**config.mk**
```make
export PLATFORM = sky130hd
export DESIGN_NAME = mdu_iter
export DESIGN_NICKNAME = d
export VERILOG_FILES = /design/src/rtl/mdu_iter.sv
export SDC_FILE = /design/constraint.sdc
export NUM_CORES = 1
export LEC_CHECK = 0
export CORE_ASPECT_RATIO = 1.2
export CORE_MARGIN = 2
export CORE_UTILIZATION = 38
export DETAILED_ROUTE_END_ITERATION = 6
export DONT_BUFFER_PORTS = 1
export MAX_ROUTING_LAYER = met4
export SKIP_LAST_GASP = 1
export SLEW_MARGIN = 30
export SYNTH_ARGS = -nofsm -noshare
export SYNTH_HDL_FRONTEND = slang
export SYNTH_SLANG_ARGS = --single-unit
```
**constraint.sdc**
```tcl
create_clock -name clk_i -period 11.2 [get_ports clk_i]
set_input_delay 1.12 -clock clk_i [delete_from_list [all_inputs] [get_ports clk_i]]
set_output_delay 1.12 -clock clk_i [all_outputs]
set_load 0.01 [all_outputs]
```
**src/rtl/mdu_iter.sv**
```systemverilog
// Iterative radix-2 multiply/divide unit producing a HI/LO pair.
// Optional divider enabled by defining MDU_DIV_EN; otherwise only MULT/MULTU are executed.
module mdu_iter #(
    parameter int unsigned WIDTH = 32,
    parameter int unsigned CNT_W = $clog2(WIDTH) + 1
) (
    input  logic             clk_i,
    input  logic             rst_i,
    input  logic             start_i,
    input  logic [1:0]       op_i,
    input  logic [WIDTH-1:0] data1_i,
    input  logic [WIDTH-1:0] data2_i,
    input  logic             flush_i,
    input  logic             hilo_rd_i,
    output logic             busy_o,
    output logic             done_o,
    output logic             stall_o,
    output logic [WIDTH-1:0] hi_o,
    output logic [WIDTH-1:0] lo_o,
    output logic             div_zero_o
);

    typedef enum logic [1:0] {StIdle, StRun, StDone} state_t;

    state_t             r_state, w_state_d;
    logic [CNT_W-1:0]   r_cnt;
    logic [2*WIDTH-1:0] r_acc;
    logic [WIDTH-1:0]   r_a;
    logic               r_sign1, r_sign2;
    logic [WIDTH-1:0]   r_hi, r_lo;
    logic               r_done, r_dz;

    logic               w_op_ok, w_accept;
    logic [WIDTH-1:0]   w_abs1, w_abs2;
    logic [2*WIDTH-1:0] w_acc_init, w_step, w_mul_step, w_prod;
    logic [WIDTH:0]     w_sum;
    logic [WIDTH-1:0]   w_hi_d, w_lo_d;
    logic               w_dz_d;

`ifdef MDU_DIV_EN
    logic [1:0]         r_op;
    logic [WIDTH-1:0]   r_b;
    logic [WIDTH:0]     w_rem_sh, w_diff;
    logic               w_ge;
    logic [2*WIDTH-1:0] w_div_step;
    logic [WIDTH-1:0]   w_quo, w_rem;
    assign w_op_ok = 1'b1;
`else
    assign w_op_ok = ~op_i[1];
`endif

    assign w_accept = start_i & ~flush_i & w_op_ok;
    assign w_abs1   = (~op_i[0] & data1_i[WIDTH-1]) ? -data1_i : data1_i;
    assign w_abs2   = (~op_i[0] & data2_i[WIDTH-1]) ? -data2_i : data2_i;

    // Multiply: accumulator is {partial product, remaining multiplier bits}.
    assign w_sum      = {1'b0, r_acc[2*WIDTH-1:WIDTH]} + {1'b0, r_a};
    assign w_mul_step = r_acc[0] ? {w_sum, r_acc[WIDTH-1:1]} : {1'b0, r_acc[2*WIDTH-1:1]};
    assign w_prod     = (r_sign1 ^ r_sign2) ? -r_acc : r_acc;

`ifdef MDU_DIV_EN
    // Divide: accumulator is {partial remainder, dividend bits / quotient bits}.
    assign w_rem_sh   = {r_acc[2*WIDTH-1:WIDTH], r_acc[WIDTH-1]};
    assign w_diff     = w_rem_sh - {1'b0, r_b};
    assign w_ge       = (w_rem_sh >= {1'b0, r_b});
    assign w_div_step = {(w_ge ? w_diff[WIDTH-1:0] : w_rem_sh[WIDTH-1:0]),
                         r_acc[WIDTH-2:0], w_ge};
    assign w_quo      = (r_sign1 ^ r_sign2) ? -r_acc[WIDTH-1:0] : r_acc[WIDTH-1:0];
    assign w_rem      = r_sign1 ? -r_acc[2*WIDTH-1:WIDTH] : r_acc[2*WIDTH-1:WIDTH];
`endif

    always_comb begin
        w_acc_init = {{WIDTH{1'b0}}, w_abs2};
        w_step     = w_mul_step;
        w_hi_d     = w_prod[2*WIDTH-1:WIDTH];
        w_lo_d     = w_prod[WIDTH-1:0];
        w_dz_d     = 1'b0;
`ifdef MDU_DIV_EN
        if (op_i[1]) w_acc_init = {{WIDTH{1'b0}}, w_abs1};
        if (r_op[1]) begin
            w_step = w_div_step;
            if (r_b == '0) begin
                // Divide by zero reports the original dividend, not its magnitude.
                w_hi_d = r_sign1 ? -r_a : r_a;
                w_lo_d = '1;
                w_dz_d = 1'b1;
            end else begin
                w_hi_d = w_rem;
                w_lo_d = w_quo;
            end
        end
`endif
    end

    always_comb begin
        w_state_d = r_state;
        unique case (r_state)
            StIdle:  if (w_accept) w_state_d = StRun;
            StRun: begin
                if (flush_i)                                w_state_d = StIdle;
                else if (r_cnt == CNT_W'(WIDTH - 1))        w_state_d = StDone;
            end
            StDone:  w_state_d = StIdle;
            default: w_state_d = StIdle;
        endcase
    end

    always_ff @(posedge clk_i or posedge rst_i) begin
        if (rst_i) begin
            r_state <= StIdle;
            r_cnt   <= '0;
            r_acc   <= '0;
            r_a     <= '0;
            r_sign1 <= 1'b0;
            r_sign2 <= 1'b0;
            r_hi    <= '0;
            r_lo    <= '0;
            r_done  <= 1'b0;
            r_dz    <= 1'b0;
`ifdef MDU_DIV_EN
            r_op    <= '0;
            r_b     <= '0;
`endif
        end else begin
            r_state <= w_state_d;
            r_done  <= 1'b0;
            r_dz    <= 1'b0;
            case (r_state)
                StIdle: if (w_accept) begin
                    r_cnt   <= '0;
                    r_acc   <= w_acc_init;
                    r_a     <= w_abs1;
                    r_sign1 <= ~op_i[0] & data1_i[WIDTH-1];
                    r_sign2 <= ~op_i[0] & data2_i[WIDTH-1];
`ifdef MDU_DIV_EN
                    r_op    <= op_i;
                    r_b     <= w_abs2;
`endif
                end
                StRun: if (!flush_i) begin
                    r_acc <= w_step;
                    r_cnt <= r_cnt + CNT_W'(1);
                end
                StDone: if (!flush_i) begin
                    r_hi   <= w_hi_d;
                    r_lo   <= w_lo_d;
                    r_done <= 1'b1;
                    r_dz   <= w_dz_d;
                end
                default: ;
            endcase
        end
    end

    assign busy_o     = (r_state != StIdle);
    assign stall_o    = busy_o & (hilo_rd_i | start_i);
    assign done_o     = r_done;
    assign div_zero_o = r_dz;
    assign hi_o       = r_hi;
    assign lo_o       = r_lo;

endmodule

```
==> flow_summary.yaml <==
finish:
  area_delta_synth_final_pct: 8.91
  layout-drive-gt1-share_pct: 5.21
  layout_commonest_cell: "sky130_fd_sc_hd__dfrtp_1"
  finish.utilization_pct: 41.7
  register_area_sq_um: 4280
  nets: 1361
  antenna-diode-count: 0
  finish.instance_area_sq_um: 11900
  multi_input_area_sq_um: 6370
  final_cells: 1651
  n_fill_cell: 2925
  layout.cells.most_common_list: "sky130_fd_sc_hd__dfrtp_1, sky130_fd_sc_hd__a21oi_1, sky130_fd_sc_hd__nor2_1"
clock_network:
  clock_latency_ps: 450
  clock_tree.root_cell: "sky130_fd_sc_hd__clkbuf_16"
  cts.repair_timing.setup_buffer_count: 0
  cts_made_buffers: 17
  clock_sinks: 171
  cts_repair_resize_count: 0
  h-tree-depth: 4
  ctsLongestPathBuffers: 2
  cts-hold-fix-buffers: 0
  tritoncts: "built"
  clkTransAtPathRegs_ps: 60
routing:
  drt-total-wl_um: 29300
  first_iter_violations: 623
  antenna_violating_nets_post_route: 0
  vias_per_cell: 5.56
  drtPass1Iterations: 5
  route.detailed.drc: 0
  dr_total_vias: 9173
  drt-wirelength-per-cell_um: 17.8
sta:
  finalHoldViolations: 0
  timing.setup.tns_ps: 0
  rsz0062_at_grt: "false"
  finalCriticalPeriod_ps: 3800
  timing_limited_maximum_frequency_mhz: 263
  finalSetupViolations: 0
  timing_max_transition_violations_final: 0
  final.period_utilization_pct: 33.9
  timing_worst_slew_pin_value_ps: 997
  timing.slew.headroom_pct: 32.7
  clock_skew_ps: 15.3
placement:
  dp.cells: 1619
  routabilityCongestion: 0.925
  portBuffers: 0
  postPlaceCellArea_sq_um: 11300
  place_hpwl_um: 21700
floorplanning:
  num_ports: 139
  die_area_sq_um: 30200
  std_cell_rows: 68
  die_w_um: 159
  design.core.area_sq_um: 28600
  floorplan.die.height_um: 190
  floorplan.initialDensity_pct: 38.3
power_and_ir_drop:
  power_per_cell_area_nw_per_um2: 254
  peakVddDrop_v: 0.0000975
  total_leakage_power_nw: 5.11
worst_setup_path:
  crit_slowest_cell: "sky130_fd_sc_hd__dfrtp_1"
  cp-end-kind: "flip-flop"
  timing.critical_path.slowest_cell_delay_ps: 720
  critical_path_buf_inv_count: 1
  critical_path_class: "reg2reg"
  worstSetupStartpointType: "flip-flop"
  crit_path_cell_trace: "clkinv_1, ha_1, nand2b_1, or4b_1, nor4_4, nand3_1, o41ai_2, xor2_1, a21oi_1"
  critical_path_peak_fanout: 17
  timing.critical_path.arrival_ps: 4080
  critical_path_required_ps: 11480
  cp_top_family: "simple AND/OR/NAND/NOR gates"
yosys:
  post_synth_inst_count: 1297
  yosys_register_bits: 171
  yosysUniqueCellTypes: 67
  avg_synthesized_cell_area_sq_um: 8.44
  ys_async_rst_share_pct: 100
  synth-seq-area-share_pct: 39.1
  synth_edf_count: 0
  syn-cell-area_sq_um: 11000
  ys.warnings.count: 0
  synthesis.nets: 1405
  postSynth.topFlopCell: "sky130_fd_sc_hd__dfrtp_1"
global_route:
  grt.overflow.total: 0
  pin_count_of_the_biggest_net_entering_global_routing: 96
  grt_use_total_pct: 20.2
  antenna_violations_before_repair: 0
  grt_pass1_wl_um: 47400
  grt_pass1_vias: 8832
min_path:
  hp-class: "reg2reg"
status:
  status: "finished, final reports clean"
run:
  timing.max_cap.violations: 0
logic make-up (layout without fill, tap and decap cells):
group           after synthesis  count (layout)  share of synthesized area (%)
buf+inv                      91              60                           3.15
mux                          12              12                           1.11
compound gates              419             419                           22.7
other cells                   1               1                         0.0342
fa+ha+maj                    37              37                           4.30
xor+xnor                    147             147                           11.8
flops                       171             171                           39.1
simple gates                419             419                           17.8
layout make-up:
| type | instances | area share [%] |
|---|---|---|
| Sequential cell | 171 | 35.9 |
| Multi-Input combinational cell | 1035 | 53.4 |
| Clock buffer | 23 | 4.09 |
| Tap cell | 385 | 4.04 |
| Timing Repair Buffer | 10 | 0.829 |
| Clock inverter | 9 | 1.12 |
| Inverter | 18 | 0.608 |
through the flow:
step / power [mW] / worst slack [ps] / hold slack, ps
floorplan: 2.03 / 5450 / 454
global placement: 2.38 / 7470 / 469
detailed placement: 2.40 / 7380 / 476
CTS: 3.04 / 7350 / 490
global route: 3.28 / 7150 / 521
finish: 3.03 / 7400 / 479
worst paths after layout:
check,from,to,slack [ps],cells after the start
worst max register to register,r_acc[0]$_DFFE_PP0P_,hi_o[20]$_DFFE_PP0P_,7400,9
worst max-delay path,r_acc[0]$_DFFE_PP0P_,hi_o[20]$_DFFE_PP0P_,7400,9
min in group asynchronous,rst_i,hi_o[3]$_DFFE_PP0P_,710,1
max in group asynchronous,rst_i,r_acc[42]$_DFFE_PP0P_,9270,2
worst min register to register,r_a[25]$_DFFE_PP0P_,r_a[25]$_DFFE_PP0P_,480,2
worst min-delay path,r_a[25]$_DFFE_PP0P_,r_a[25]$_DFFE_PP0P_,480,2
worst reg2reg max path, stage by stage, from the launching register on:
cell	delay, ps
sky130_fd_sc_hd__dfrtp_1	720
sky130_fd_sc_hd__clkinv_1	370
sky130_fd_sc_hd__ha_1	230
sky130_fd_sc_hd__nand2b_1	110
sky130_fd_sc_hd__or4b_1	670
sky130_fd_sc_hd__nor4_4	500
sky130_fd_sc_hd__nand3_1	370
sky130_fd_sc_hd__o41ai_2	420
sky130_fd_sc_hd__xor2_1	170
sky130_fd_sc_hd__a21oi_1	90
cell usage after synthesis, types with 2 or more instances:
| cell | count | area [sq um] |
|---|---|---|
| sky130_fd_sc_hd__xnor2_1 | 60 | 526 |
| sky130_fd_sc_hd__o21ai_0 | 132 | 661 |
| sky130_fd_sc_hd__o31ai_1 | 24 | 180 |
| sky130_fd_sc_hd__dfrtp_1 | 171 | 4280 |
| sky130_fd_sc_hd__ha_1 | 36 | 450 |
| sky130_fd_sc_hd__o21bai_1 | 2 | 15.0 |
| sky130_fd_sc_hd__nor2_1 | 149 | 559 |
| sky130_fd_sc_hd__xor2_1 | 87 | 762 |
| sky130_fd_sc_hd__o21a_1 | 4 | 30.0 |
| sky130_fd_sc_hd__buf_1 | 6 | 22.5 |
| sky130_fd_sc_hd__o211ai_1 | 7 | 52.6 |
| sky130_fd_sc_hd__a22oi_1 | 21 | 158 |
| sky130_fd_sc_hd__nor4_1 | 8 | 50.1 |
| sky130_fd_sc_hd__o2bb2ai_1 | 2 | 17.5 |
| sky130_fd_sc_hd__nor4b_1 | 3 | 26.3 |
| sky130_fd_sc_hd__o22ai_1 | 2 | 12.5 |
| sky130_fd_sc_hd__a21oi_1 | 157 | 786 |
| sky130_fd_sc_hd__nor3_1 | 21 | 105 |
| sky130_fd_sc_hd__mux2i_1 | 11 | 110 |
| sky130_fd_sc_hd__or4_4 | 2 | 22.5 |
| sky130_fd_sc_hd__or3_1 | 15 | 93.8 |
| sky130_fd_sc_hd__nand3_1 | 14 | 70.1 |
| sky130_fd_sc_hd__a31oi_1 | 9 | 56.3 |
| sky130_fd_sc_hd__nor3b_1 | 4 | 30.0 |
| sky130_fd_sc_hd__clkbuf_1 | 66 | 248 |
| sky130_fd_sc_hd__nor4_2 | 2 | 25.0 |
| sky130_fd_sc_hd__a22o_1 | 3 | 26.3 |
| sky130_fd_sc_hd__nand4_1 | 10 | 62.6 |
| sky130_fd_sc_hd__o221ai_1 | 10 | 87.6 |
| sky130_fd_sc_hd__o21ai_1 | 2 | 10.0 |
| sky130_fd_sc_hd__inv_1 | 17 | 63.8 |
| sky130_fd_sc_hd__o41ai_2 | 2 | 32.5 |
| sky130_fd_sc_hd__or2_2 | 4 | 25.0 |
| sky130_fd_sc_hd__nand2_1 | 136 | 510 |
| sky130_fd_sc_hd__nand3b_1 | 2 | 15.0 |
| sky130_fd_sc_hd__a211oi_1 | 4 | 30.0 |
| sky130_fd_sc_hd__o41ai_1 | 12 | 105 |
| sky130_fd_sc_hd__a21o_1 | 15 | 113 |
| sky130_fd_sc_hd__and3_1 | 6 | 37.5 |
| sky130_fd_sc_hd__nor2b_1 | 7 | 43.8 |
| sky130_fd_sc_hd__o31a_1 | 2 | 17.5 |
| sky130_fd_sc_hd__nand2b_1 | 16 | 100 |
| sky130_fd_sc_hd__or4_1 | 10 | 75.1 |
routing by layer:
metal	part of all wire, %	vias to the layer above	global-route usage [%]
li1	-	4529	-
met1	45	4367	25.6
met2	47	241	32.7
met3	5.5	36	4.14
met4	2.0	0	6.15
met5	0	-	-
power breakdown:
part	internal, mW	switching (mW)	total [mW]	leakage [nW]
Clock	0.376	0.254	0.630	0.304
Sequential	0.772	0.245	1.02	2.27
Combinational	0.572	0.808	1.38	2.54
registers in the layout, summed over array words and instances, names as in the netlist:
name and count:
r_acc 64, hi_o 32, lo_o 32, r_a 32, r_cnt 6, r_state 2
done_o 1, r_sign1 1, r_sign2 1
(Power assumes the default switching activity.)
